### config.mk
export PLATFORM = sky130hd
export DESIGN_NAME = fifo_rd_stream
export DESIGN_NICKNAME = d
export VERILOG_FILES = /design/src/rtl/fifo_rd_stream.sv
export SDC_FILE = /design/constraint.sdc
export NUM_CORES = 1
export LEC_CHECK = 0
export CORE_MARGIN = 2
export CORE_UTILIZATION = 45
export CTS_CLUSTER_SIZE = 10
export DETAILED_ROUTE_END_ITERATION = 10
export PLACE_DENSITY = 0.72
export SYNTH_ARGS = -nofsm -noshare
export SYNTH_HDL_FRONTEND = slang
export SYNTH_SLANG_ARGS = --single-unit
### constraint.sdc
create_clock -name rclk -period 3.6 [get_ports rclk]
set_clock_uncertainty 0.1 [all_clocks]
set_input_delay 0.9 -clock rclk [delete_from_list [all_inputs] [get_ports rclk]]
set_output_delay 0.9 -clock rclk [all_outputs]
set_load 0.02 [all_outputs]
### src/rtl/fifo_rd_stream.sv
// Read-side drain engine: pops the dual-clock FIFO into a 2-entry buffer and presents a valid/ready stream.
// Optional accepted-beat counter (beat_cnt) is included when FIFO_RD_STREAM_CNT_EN is defined.
module fifo_rd_stream #(
  parameter int WIDTH = 8
) (
  input  logic             rclk,
  input  logic             rst_n,
  input  logic             en,
  input  logic             flush,
  input  logic             fifo_empty,
  input  logic [WIDTH-1:0] fifo_dout,
  output logic             fifo_rd_en,
  output logic             m_valid,
  output logic [WIDTH-1:0] m_data,
  input  logic             m_ready,
  output logic             flush_done
`ifdef FIFO_RD_STREAM_CNT_EN
  , output logic [15:0]    beat_cnt
`endif
);

  typedef enum logic [1:0] {S_IDLE, S_STREAM, S_FLUSH} state_t;

  state_t                    r_state;
  logic [1:0][WIDTH-1:0]     r_buf;
  logic                      r_wptr;
  logic                      r_rptr;
  logic [1:0]                r_occ;
  logic                      r_rd_q;
  logic                      r_flush_done;

  logic                      w_pop;
  logic [1:0]                w_proj;
  logic                      w_flush_fin;

  assign m_valid    = (r_occ != 2'd0);
  assign m_data     = r_buf[r_rptr];
  assign flush_done = r_flush_done;

  assign w_pop       = m_valid & m_ready;
  // Occupancy after this cycle's landing read and pop; issuing only below 2 keeps the buffer from overrunning.
  assign w_proj      = r_occ + 2'(r_rd_q) - 2'(w_pop);
  assign w_flush_fin = (r_state == S_FLUSH) & fifo_empty & ~r_rd_q;

  always_comb begin
    fifo_rd_en = 1'b0;
    case (r_state)
      S_STREAM: fifo_rd_en = en & ~fifo_empty & (w_proj < 2'd2);
      S_FLUSH:  fifo_rd_en = ~fifo_empty;
      default:  fifo_rd_en = 1'b0;
    endcase
  end

  always_ff @(posedge rclk or negedge rst_n) begin
    if (!rst_n) begin
      r_state      <= S_IDLE;
      r_buf        <= '0;
      r_wptr       <= 1'b0;
      r_rptr       <= 1'b0;
      r_occ        <= 2'd0;
      r_rd_q       <= 1'b0;
      r_flush_done <= 1'b0;
    end else begin
      r_rd_q       <= fifo_rd_en;
      r_flush_done <= 1'b0;
      case (r_state)
        S_IDLE: r_state <= S_STREAM;
        S_STREAM: begin
          if (flush) begin
            // Anything landing this cycle or later is dropped; a same-cycle pop was already accepted.
            r_state <= S_FLUSH;
            r_occ   <= 2'd0;
            r_wptr  <= 1'b0;
            r_rptr  <= 1'b0;
          end else begin
            if (r_rd_q) begin
              r_buf[r_wptr] <= fifo_dout;
              r_wptr        <= ~r_wptr;
            end
            if (w_pop) r_rptr <= ~r_rptr;
            r_occ <= w_proj;
          end
        end
        S_FLUSH: begin
          if (w_flush_fin) begin
            r_flush_done <= 1'b1;
            r_state      <= S_STREAM;
          end
        end
        default: r_state <= S_IDLE;
      endcase
    end
  end

`ifdef FIFO_RD_STREAM_CNT_EN
  logic [15:0] r_beat_cnt;

  always_ff @(posedge rclk or negedge rst_n) begin
    if (!rst_n)           r_beat_cnt <= 16'd0;
    else if (w_flush_fin) r_beat_cnt <= 16'd0;
    else if (w_pop)       r_beat_cnt <= r_beat_cnt + 16'd1;
  end

  assign beat_cnt = r_beat_cnt;
`endif

endmodule

* Yosys cells after proc, flatten, opt, wreduce, memory -nomap -nowiden
Index checks and enable logic that the tools add are counted.
** Cells by class
- Divide/modulo/power cells :: 0
- Multiply operators :: 0
- Bitwise operators :: 10
- Reduce and logical (&&, ||, !) cells :: 9
- Mux-type cells :: 16
- Magnitude comparators :: 4
- Eq/ne operators :: 4
- Shifts and indexed selects :: 0
- Add/subtract/negate cells :: 2
** Operators with widths (count)
- two-way mux 8 bit :: 3
- bitwise mux 16 bit :: 1
- demux 8 bit (select 1 bit) :: 1
- two-way mux 1 bit :: 6
- two-way mux 2 bit :: 3
- one-hot mux 2 bit (3 select lines) :: 1
- AND reduction 2 bit :: 3
- nonzero test 2 bit :: 3
- bitwise AND 1 bit :: 5
- inverter 1 bit :: 5
- < comparator 1 x 2 -> 1 bit, second input constant :: 2
- inequality test 2 bit, second input constant :: 2
- AND reduction 3 bit :: 1
- adder 2 x 1 -> 2 bit :: 1
- equality test 2 x 1 -> 1 bit, second input constant :: 1
- equality test 2 bit, second input constant :: 1
- zero test 2 bit :: 1
- < comparator 2 bit, second input constant :: 1
- one-hot mux 1 bit (2 select lines) :: 1
- subtractor 2 x 1 -> 2 bit :: 1
- >= comparator 1 bit, second input constant :: 1
- logical AND 1 bit :: 1
** Word-level totals
- Bits of input ports :: 14
- Memory bits (read-only) :: 0
- Memories kept :: 0
- Bits in latches :: 0
- Output and inout bits :: 11
- Register bits :: 24
- Logic and storage cells :: 53
- RAM bits :: 0

* Depth between registers and ports, before layout
Gate-level depths: netlist of the first run.
- Depth in word-level cells :: 6
- Depth in mapped cells :: 7
- Mapped depth without buffers :: 7

* Worst setup path after synthesis of the first run
Ideal clock, no wire load.
- Path kind :: input-to-output
- From :: input port m_ready
- To :: output port fifo_rd_en
- Data arrival time :: 2.337 ns
- Buffers on the path :: 0
- Required time :: 2.600 ns
- Cell stages on the path :: 7
- Slack :: 0.263 ns
- Path through :: o21a_1 -> ha_1 -> inv_1 -> ha_1 -> xnor3_1 -> a31oi_1 -> nor3b_1
** Between the ends
- Cells in the longest elaborated chain, start to end :: 5
** Ends and longest elaborated chain
- start: declaration :: RTL line 15 : input logic m_ready,
- bitwise AND 1 bit :: RTL line 40 : assign w_pop = m_valid & m_ready;
- subtractor 2 x 1 -> 2 bit :: RTL line 42 : assign w_proj = r_occ + 2'(r_rd_q) - 2'(w_pop);
- < comparator 2 bit :: RTL line 48 : S_STREAM: fifo_rd_en = en & ~fifo_empty & (w_proj < 2'd2);
- bitwise AND 1 bit :: RTL line 48
- one-hot mux 1 bit (2 select lines) :: RTL line 47 : case (r_state)
- end: declaration :: RTL line 12 : output logic fifo_rd_en,
No other way between the ends.

* Worst setup path in the final report of the first run
Same ends and word-level chain as after synthesis.

==> results of run 1 <==
-- cells in the final DEF, fill, tap and decap left out, types with 2 or more instances in the layout --
cell type / netlist / routed
o22ai_1: 2 / 2
ha_1: 6 / 5
mux2_2: 24 / 24
nor2_1: 2 / 2
and2b_2: 2 / 2
inv_1: 7 / 7
buf_4: 0 / 6
and3b_2: 2 / 2
a2bb2oi_1: 2 / 2
clkbuf_4: 0 / 3
a21oi_1: 2 / 2
o21ai_0: 3 / 3
nand2_1: 3 / 3
dfrtp_1: 24 / 24
clkdlybuf4s50_1: 0 / 22
-- where the power goes --
group | total (mW) | switching [mW] | internal (mW)
Clock | 0.143 | 0.0810 | 0.0618
Combinational | 0.523 | 0.223 | 0.300
Sequential | 0.446 | 0.0856 | 0.361
Total | 1.11 | 0.390 | 0.722
-- worst max-delay path, delay by kind of cell --
family                     cells  cell delay (ns)
adders and majority gates      2             0.43
buffers and inverters          3             0.44
and+or+nand+nor                1             0.22
AOI/OAI and AO/OA              2             0.23
xor gates and xnor gates       1             0.22
-- timing repair --
item / CTS / global route
hold buffers: 0 / 0
setup endpoints to repair: 1 / 0
endpoints found under the hold margin: 0 / 0
resized for setup: 9 / 0
buffers inserted: 3 / 0
-- cells by family (layout without fill, tap and decap cells) --
| family | Yosys count | count (layout) |
|---|---|---|
| compound gates | 13 | 13 |
| xor+xnor | 1 | 1 |
| fa+ha+maj | 6 | 6 |
| buf+inv | 9 | 41 |
| flops | 24 | 24 |
| mux | 24 | 24 |
| simple gates | 13 | 13 |
-- flip-flops by register name, indices dropped and copies added, names as in the netlist --
name / cells
r_rptr: 1
flush_done: 1
r_state: 2
r_wptr: 1
r_occ: 2
r_rd_q: 1
r_buf: 16
-- area by class of cell --
type                       count  area (um2)
clock buffer                   4       36.28
fill                         208       954.7
inverter                       8       30.03
multi-input combinational     57       566.8
sequential                    24       600.6
tap                           30       37.54
timing repair buffer          29       274.0
-- worst max path at each step --
stage                     depth (start not counted)    start          to
final                                             9  m_ready  fifo_rd_en
after global routing                              9  m_ready  fifo_rd_en
after CTS                                         9  m_ready  fifo_rd_en
after detailed placement                          9  m_ready  fifo_rd_en
after global placement                            9  m_ready  fifo_rd_en
after floorplan                                   7  m_ready  fifo_rd_en
-- metal layers --
layer  up-vias  track usage  wire (um)
met3         4      0.02810         99
met1       391       0.1589        906
met4         0      0.08014         28
met5         -            0          0
met2        16       0.3061       1151
li1        385            -          -
-- per-stage QoR --
step / setup WS (ns) / TNS, ns
floorplan: 0.2626 / 0
CTS: 0.1751 / 0
global placement: -0.4729 / -0.4729
global route: 0.04708 / 0
finish: 0.1590 / 0
detailed placement: -0.5180 / -0.5180
==> results_dict.tcl, run 1 <==
set metrics [dict create \
    antenna_found_initial 0 \
    cts_sinks 24 \
    drc 0 \
    hold_start "r_buf[9]" \
    powerDensity_nw_per_um2 719.7 \
    drt_iter0_drc 0 \
    r2r_end "r_buf[5]" \
    final_cell_area_um2 1545 \
    dieHeight_um 55.50 \
    yosysWarnings 0 \
    synth_largest_area_cell "dfrtp_1" \
    synth_top_family_by_area "multiplexers" \
    fmax_ghz 0.2906 \
    die-area_um2 3080 \
    syn_area_um2 1194 \
    path_class "input pin to output port" \
    yosys.area_share.simple 0.08910 \
    grt_pass1_vias 883 \
    clk_pin_slew_ns 0.13 \
    synth_top_area_share 0.5031 \
    cts_buffers 3 \
    syn_nets 110 \
    ir_drop_uv 398.3 \
    crit_chain "dlygate4sd2_1, o21a_1, ha_1, inv_1, ha_2, xnor3_1, a31oi_1, nor3b_2, buf_4" \
    ys.flop_type "dfrtp_1" \
    min_period_ns 3.441 \
    hold_end "r_buf[9]" \
    start_kind "input pin" \
    port_buffers 24 \
    slowest_stage "ha_1" \
    holdPathStages 1 \
    p_leak_nw 0.7413 \
    crit_required_ns 2.60 \
    fin_util 0.6181 \
    finalHoldViolCount 0 \
    cts_tree "yes" \
    avgSynthCellArea_um2 13.26 \
    synth_cells 90 \
    grt_max_degree 25 \
    rr_worst_depth 5 \
    htreeDepth 1 \
    grt_use_total 0.1585 \
    final_cells 152 \
    hpwl_mm 1.568 \
    finalCritPeriodShare 0.9558 \
    synth-xor-area-share 0.01887 \
    detail-route-antenna-nets 0 \
    fin_hold_ws_ns 0.4153 \
    rsz0062_at_grt "false" \
    ys_ff_latch 24 \
    worst_slew_pin_slew_ns 0.4213 \
    critPathMaxFanout 2 \
    fp.dieW_um 55.50 \
    grt_pass1_wl_mm 3.829 \
    syn_to_final_growth_pct 29.45 \
    num_vias 796 \
    drt_wl_total_mm 2.186 \
    synth_fa_ha_area_frac 0.06289 \
    slowest_delay_ns 0.28 \
    wl_per_cell_um 14.38 \
    drv_cap 0 \
    io_pins 25 \
    grt_overflow 0 \
    synthMuxAreaShare 0.2264 \
    clockBufferDepth 2 \
    ys_seq_area_frac 0.5031 \
    ctsRootBufferMaster "clkbuf_4" \
    vias_per_cell 5.237 \
    end_kind "output port" \
    async_flop_share 1.000 \
    gp_congestion 0.7090 \
    synth_compound_area_frac 0.07128 \
    dr.pass1.iters 1 \
    synth_edf_count 0 \
    setup_viol 0 \
    core_area_um2 2500 \
    r2r-start "r_state[1]" \
    start_util 0.4775 \
    place_area_um2 1483 \
    hold_path.class "flip-flop to flip-flop" \
    drv_slew 0 \
    outcome "finished, final reports clean" \
    slew_headroom 0.7183 \
    critPathArrivalTime_ns 2.44 \
    dp_cells 145 \
    n_antenna_cell 0 \
    synth_area_leaders "dfrtp_1 (50%), mux2_2 (23%), ha_1 (6.3%), inv_1 (2.2%), xnor3_1 (1.9%)" \
    synthTopCellsByCount "dfrtp_1 (24), mux2_2 (24), inv_1 (7)" \
    rows 18 \
    synth_cell_types 23 \
    r2r_setup_slack_ns 1.63 \
    power_mw 1.112 \
    drive_above_1_share 0.3607 \
    nNetsFinal 143 \
    worstSkewPairLatency_ns 0.31 \
]
Note: power is estimated with default switching activity, not from simulation.
==> run 2: changes to the inputs <==
--- a/config.mk
+++ b/config.mk
@@ -5,11 +5,14 @@
 export SDC_FILE = /design/constraint.sdc
 export NUM_CORES = 1
 export LEC_CHECK = 0
+export CELL_PAD_IN_SITES_DETAIL_PLACEMENT = 1
+export CELL_PAD_IN_SITES_GLOBAL_PLACEMENT = 1
 export CORE_MARGIN = 2
 export CORE_UTILIZATION = 45
+export CTS_BUF_LIST = sky130_fd_sc_hd__clkbuf_8
 export CTS_CLUSTER_SIZE = 10
 export DETAILED_ROUTE_END_ITERATION = 10
-export PLACE_DENSITY = 0.72
+export PLACE_DENSITY_LB_ADDON = 0.1
 export SYNTH_ARGS = -nofsm -noshare
 export SYNTH_HDL_FRONTEND = slang
 export SYNTH_SLANG_ARGS = --single-unit
==> run 2 against run 1 <==
Effect of this change: final area is 1.1% higher; fmax down 1.3%; setup slack got worse by 0.046 ns; register-to-register slack worse by 0.03 ns; die area unchanged; global-route usage up 2.0 points; hold slack got worse by 0.0091 ns; critical path depth unchanged; first-iteration DRC count increased by 14; clock power grew 64%; largest power group unchanged.
==> results_dict.tcl, run 2 (same netlist as run 1, synthesis figures left out) <==
set metrics [dict create \
    grt_pass1_vias 904 \
    syn_to_final_growth_pct 30.92 \
    hold_path.class "flip-flop to flip-flop" \
    finalCritPeriodShare 0.9687 \
    fillers 256 \
    crit_required_ns 2.60 \
    largest_registers "r_buf: 16 flops, r_occ: 2 flops, r_state: 2 flops" \
    clockBufferDepth 2 \
    antenna_found_initial 0 \
    dieHeight_um 55.50 \
    port_buffers 24 \
    critPathArrivalTime_ns 2.49 \
    fmax_ghz 0.2868 \
    setup_viol 0 \
    worstSkewPairLatency_ns 0.26 \
    drv_cap 0 \
    critPathMaxFanout 2 \
    start_kind "input pin" \
    ir_drop_uv 414.4 \
    wl_per_cell_um 16.34 \
    cts_tree "yes" \
    grt_overflow 0 \
    holdBufCountCts 0 \
    final_cell_mix "mux2_2 (24), dfrtp_1 (24), clkdlybuf4s50_1 (22)" \
    end_kind "output port" \
    outcome "finished, final reports clean" \
    critPathMostFrequentCell "ha_1" \
    cts_sinks 24 \
    drc 0 \
    rows 18 \
    p_leak_nw 0.7491 \
    n_antenna_cell 0 \
    drt_iter0_drc 14 \
    cts_buffers 3 \
    gp_congestion 0.6807 \
    nNetsFinal 141 \
    min_period_ns 3.487 \
    dr.pass1.iters 3 \
    drv_slew 0 \
    fin_util 0.6251 \
    regMostFlops "r_buf" \
    num_vias 801 \
    slew_headroom 0.6920 \
    fin_setup_tns_ns 0 \
    htreeDepth 1 \
    drive_above_1_share 0.3417 \
    slowest_stage "ha_1" \
    start_util 0.4775 \
    largest_reg_flops 16 \
    worst_slack_ns 0.1127 \
    die-area_um2 3080 \
    fp.dieW_um 55.50 \
    worst_slew_pin_slew_ns 0.4606 \
    vias_per_cell 5.340 \
    powerDensity_nw_per_um2 758.2 \
    ctsRootBufferMaster "clkbuf_8" \
    grt_pass1_wl_mm 4.284 \
    path_class "input pin to output port" \
    drt_wl_total_mm 2.451 \
    hpwl_mm 1.789 \
    place_ws_ns -0.5841 \
    rsz0062_at_grt "false" \
    grt_max_degree 25 \
    clk_pin_slew_ns 0.08 \
    io_pins 25 \
    detail-route-antenna-nets 0 \
    grt_use_total 0.1784 \
    finalHoldViolCount 0 \
    slowest_delay_ns 0.28 \
    crit_chain "dlygate4sd2_1, o21a_1, ha_1, inv_1, ha_1, xnor3_1, a31oi_1, nor3b_2, buf_4" \
    fin_hold_ws_ns 0.4062 \
    core_area_um2 2500 \
]
-- run 2: where the power goes --
| group | internal (mW) | switching (mW) | leakage, nW |
|---|---|---|---|
| registers | 0.361 | 0.0864 | 0.323 |
| logic | 0.280 | 0.223 | 0.390 |
| clock network | 0.149 | 0.0851 | 0.0357 |
| total | 0.790 | 0.395 | 0.749 |
-- run 2: cell type report --
class / instances / area (um2) / area share
sequential: 24 / 600.6 / 0.3843
multi-input combinational: 57 / 564.3 / 0.3611
timing repair buffer: 27 / 259.0 / 0.1657
clock buffer: 3 / 41.29 / 0.02642
tap: 30 / 37.54 / 0.02402
clock inverter: 1 / 30.03 / 0.01922
inverter: 8 / 30.03 / 0.01922
-- run 2: path summary, 6_finish.rpt --
kind	startpoint	endpoint	slack, ns	cells past startpoint
min	r_buf[13]	r_buf[13]	0.41	1
max	m_ready	fifo_rd_en	0.11	9
max in group asynchronous	rst_n	r_buf[3]	2.28	2
min reg2reg	r_buf[13]	r_buf[13]	0.41	1
max reg2reg	r_state[1]	r_buf[0]	1.60	5
min in group asynchronous	rst_n	flush_done	0.89	2
-- run 2: what timing repair did --
item / 4_1_cts / 5_1_grt
resized for setup: 8 / 0
endpoints found under the setup margin: 1 / 0
setup buffers: 1 / 0
-- run 2: routing by layer --
metal,part of all wire,vias to the layer above,GRT usage
li1,-,378,-
met1,0.43,407,0.2120
met2,0.53,14,0.3112
met3,0.043,2,0.04450
met4,0.0045,0,0.06272
met5,0,-,0
-- run 2: worst max-delay path, delay by kind of cell --
| kind | cells | cell delay [ns] |
|---|---|---|
| adder cells (fa/ha/maj) | 2 | 0.46 |
| buffers and inverters | 3 | 0.45 |
| XOR/XNOR | 1 | 0.23 |
| AND/OR/NAND/NOR | 1 | 0.23 |
| AO/OA/AOI/OAI | 2 | 0.23 |
-- run 2: per-stage QoR --
stage / cell area (um2) / instances / power [mW]
3_5_place_dp: 1483 / 145 / 0.9497
4_1_cts: 1563 / 150 / 1.202
5_1_grt: 1563 / 150 / 1.268
3_3_place_gp: 1483 / 145 / 0.9266
2_1_floorplan: 1194 / 90 / 0.7599
6_report: 1563 / 150 / 1.185
==> run 3: changes to the inputs <==
--- a/config.mk
+++ b/config.mk
@@ -13,6 +13,7 @@
 export CTS_CLUSTER_SIZE = 10
 export DETAILED_ROUTE_END_ITERATION = 10
 export PLACE_DENSITY_LB_ADDON = 0.1
+export RECOVER_POWER = 25
 export SYNTH_ARGS = -nofsm -noshare
 export SYNTH_HDL_FRONTEND = slang
 export SYNTH_SLANG_ARGS = --single-unit
==> run 3 against run 2 <==
Effect of this change: hold slack stayed put; final area fell by 0.24%; global-route usage did not move; total power hardly changed; first-iteration DRC count is 14% lower; critical path type unchanged; sequential power is essentially flat; sequential share of layout area rose by 0.092 points; clock-buffer cell count did not move; setup slack unchanged; critical endpoint unchanged.
==> results_dict.tcl, run 3 (same netlist as run 1, synthesis figures left out) <==
set metrics [dict create \
    detail-route-antenna-nets 0 \
    setup_viol 0 \
    grt_max_degree 25 \
    slowest_stage "ha_1" \
    regMostFlops "r_buf" \
    hpwl_mm 1.789 \
    largest_registers "r_buf: 16 flops, r_occ: 2 flops, r_state: 2 flops" \
    clkPwrFrac 0.197 \
    nNetsFinal 141 \
    cts_sinks 24 \
    min_period_ns 3.487 \
    powerDensity_nw_per_um2 759.6 \
    fillers 256 \
    end_kind "output port" \
    worstSkewPairLatency_ns 0.26 \
    drive_above_1_share 0.3333 \
    p_int_uw 789.5 \
    rsz0062_at_grt "false" \
    grt_overflow 0 \
    crit_required_ns 2.60 \
    drv_cap 0 \
    start_util 0.4775 \
    worst_slew_pin_slew_ns 1.263 \
    r2r_end "r_buf[0]" \
    critPathMaxFanout 2 \
    num_vias 802 \
    ctsRootBufferMaster "clkbuf_8" \
    start_kind "input pin" \
    core_area_um2 2500 \
    fin_setup_tns_ns 0 \
    hold_end "r_buf[13]" \
    rows 18 \
    drt_wl_total_mm 2.450 \
    hold_path.class "flip-flop to flip-flop" \
    clockBufferDepth 2 \
    outcome "finished, final reports clean" \
    io_pins 25 \
    finalCritPeriodShare 0.9687 \
    htreeDepth 1 \
    wl_per_cell_um 16.33 \
    vias_per_cell 5.347 \
    die-area_um2 3080 \
    grt_pass1_wl_mm 4.284 \
    drc 0 \
    p_sw_frac 0.3333 \
    r2r-start "r_state[1]" \
    holdPathStages 1 \
    crit_chain "dlygate4sd2_1, o21a_1, ha_1, inv_1, ha_1, xnor3_1, a31oi_1, nor3b_2, buf_4" \
    final_cells 150 \
    fmax_ghz 0.2868 \
    cts_tree "yes" \
    antenna_found_initial 0 \
    path_class "input pin to output port" \
    clk_pin_slew_ns 0.08 \
    grt_use_total 0.1784 \
    cts_buffers 3 \
    gp_congestion 0.6807 \
    p_leak_nw 0.7457 \
    ir_drop_uv 414.0 \
    grt_pass1_vias 904 \
    finalHoldViolCount 0 \
    slowest_delay_ns 0.28 \
    dp_cells 145 \
    dr.pass1.iters 3 \
    n_antenna_cell 0 \
    drt_iter0_drc 12 \
    r2r_setup_slack_ns 1.60 \
    hold_start "r_buf[13]" \
    port_buffers 24 \
    power.switching_uw 394.7 \
    final_cell_mix "mux2_2 (24), dfrtp_1 (24), clkdlybuf4s50_1 (21)" \
    syn_to_final_growth_pct 30.61 \
    drv_slew 0 \
    dieHeight_um 55.50 \
    critPathArrivalTime_ns 2.49 \
    largest_reg_flops 16 \
    pwr-share-seq 0.378 \
    critPathMostFrequentCell "ha_1" \
    fp.dieW_um 55.50 \
    combPwrFrac 0.424 \
    rr_worst_depth 5 \
    slew_headroom 0.1583 \
]
[run 3: worst max-delay path by stage]
stage / startpoint / to / slack, ns / depth (start not counted)
6_report: m_ready / fifo_rd_en / 0.11 / 9
5_1_grt: m_ready / fifo_rd_en / 0.03 / 9
4_1_cts: m_ready / fifo_rd_en / 0.09 / 9
3_5_place_dp: m_ready / fifo_rd_en / -0.58 / 9
3_3_place_gp: m_ready / fifo_rd_en / -0.48 / 9
2_1_floorplan: m_ready / fifo_rd_en / 0.26 / 7
[run 3: stage by stage]
step | util | cell area (um2) | hold slack [ns] | power (mW) | setup slack (ns)
2_1_floorplan | - | 1194 | 0.3736 | 0.7599 | 0.2626
3_3_place_gp | 0.5931 | 1483 | 0.3817 | 0.9266 | -0.4770
3_5_place_dp | 0.5931 | 1483 | 0.3931 | 0.9497 | -0.5841
4_1_cts | 0.6251 | 1563 | 0.4133 | 1.202 | 0.09238
5_1_grt | 0.6236 | 1559 | 0.4368 | 1.267 | 0.03025
6_report | 0.6236 | 1559 | 0.4062 | 1.184 | 0.1127
[run 3: metal layers]
layer | track usage | vias to the layer above | routed length, um
li1 | - | 378 | -
met1 | 0.2120 | 408 | 1041
met2 | 0.3112 | 14 | 1292
met3 | 0.04450 | 2 | 105
met4 | 0.06272 | 0 | 11
met5 | 0 | - | 0
[run 3: layout make-up]
| type | count | area (um2) | share of cell area |
|---|---|---|---|
| clock buffer | 3 | 41.29 | 0.02648 |
| clock inverter | 1 | 30.03 | 0.01926 |
| inverter | 8 | 30.03 | 0.01926 |
| multi-input combinational | 57 | 564.3 | 0.3620 |
| sequential | 24 | 600.6 | 0.3852 |
| tap | 30 | 37.54 | 0.02408 |
| timing repair buffer | 27 | 255.2 | 0.1637 |
[run 3: power by group through the flow]
stage,sequential (mW),clock (mW),combinational [mW]
3_3_place_gp,0.447,0,0.480
3_5_place_dp,0.456,0,0.493
6_report,0.448,0.234,0.503
2_1_floorplan,0.418,0,0.342
4_1_cts,0.451,0.241,0.509
5_1_grt,0.467,0.254,0.547
[run 3: worst max-delay path, delay by kind of cell]
| kind | cells | cell delay, ns |
|---|---|---|
| simple gates | 1 | 0.23 |
| fa+ha+maj | 2 | 0.46 |
| buf+inv | 3 | 0.45 |
| compound gates | 2 | 0.23 |
| xor+xnor | 1 | 0.23 |
[run 3: what timing repair did]
action	in CTS	in global routing
hold buffers	0	0
setup buffers	1	0
setup endpoints to repair	1	0
gates resized for setup	8	0
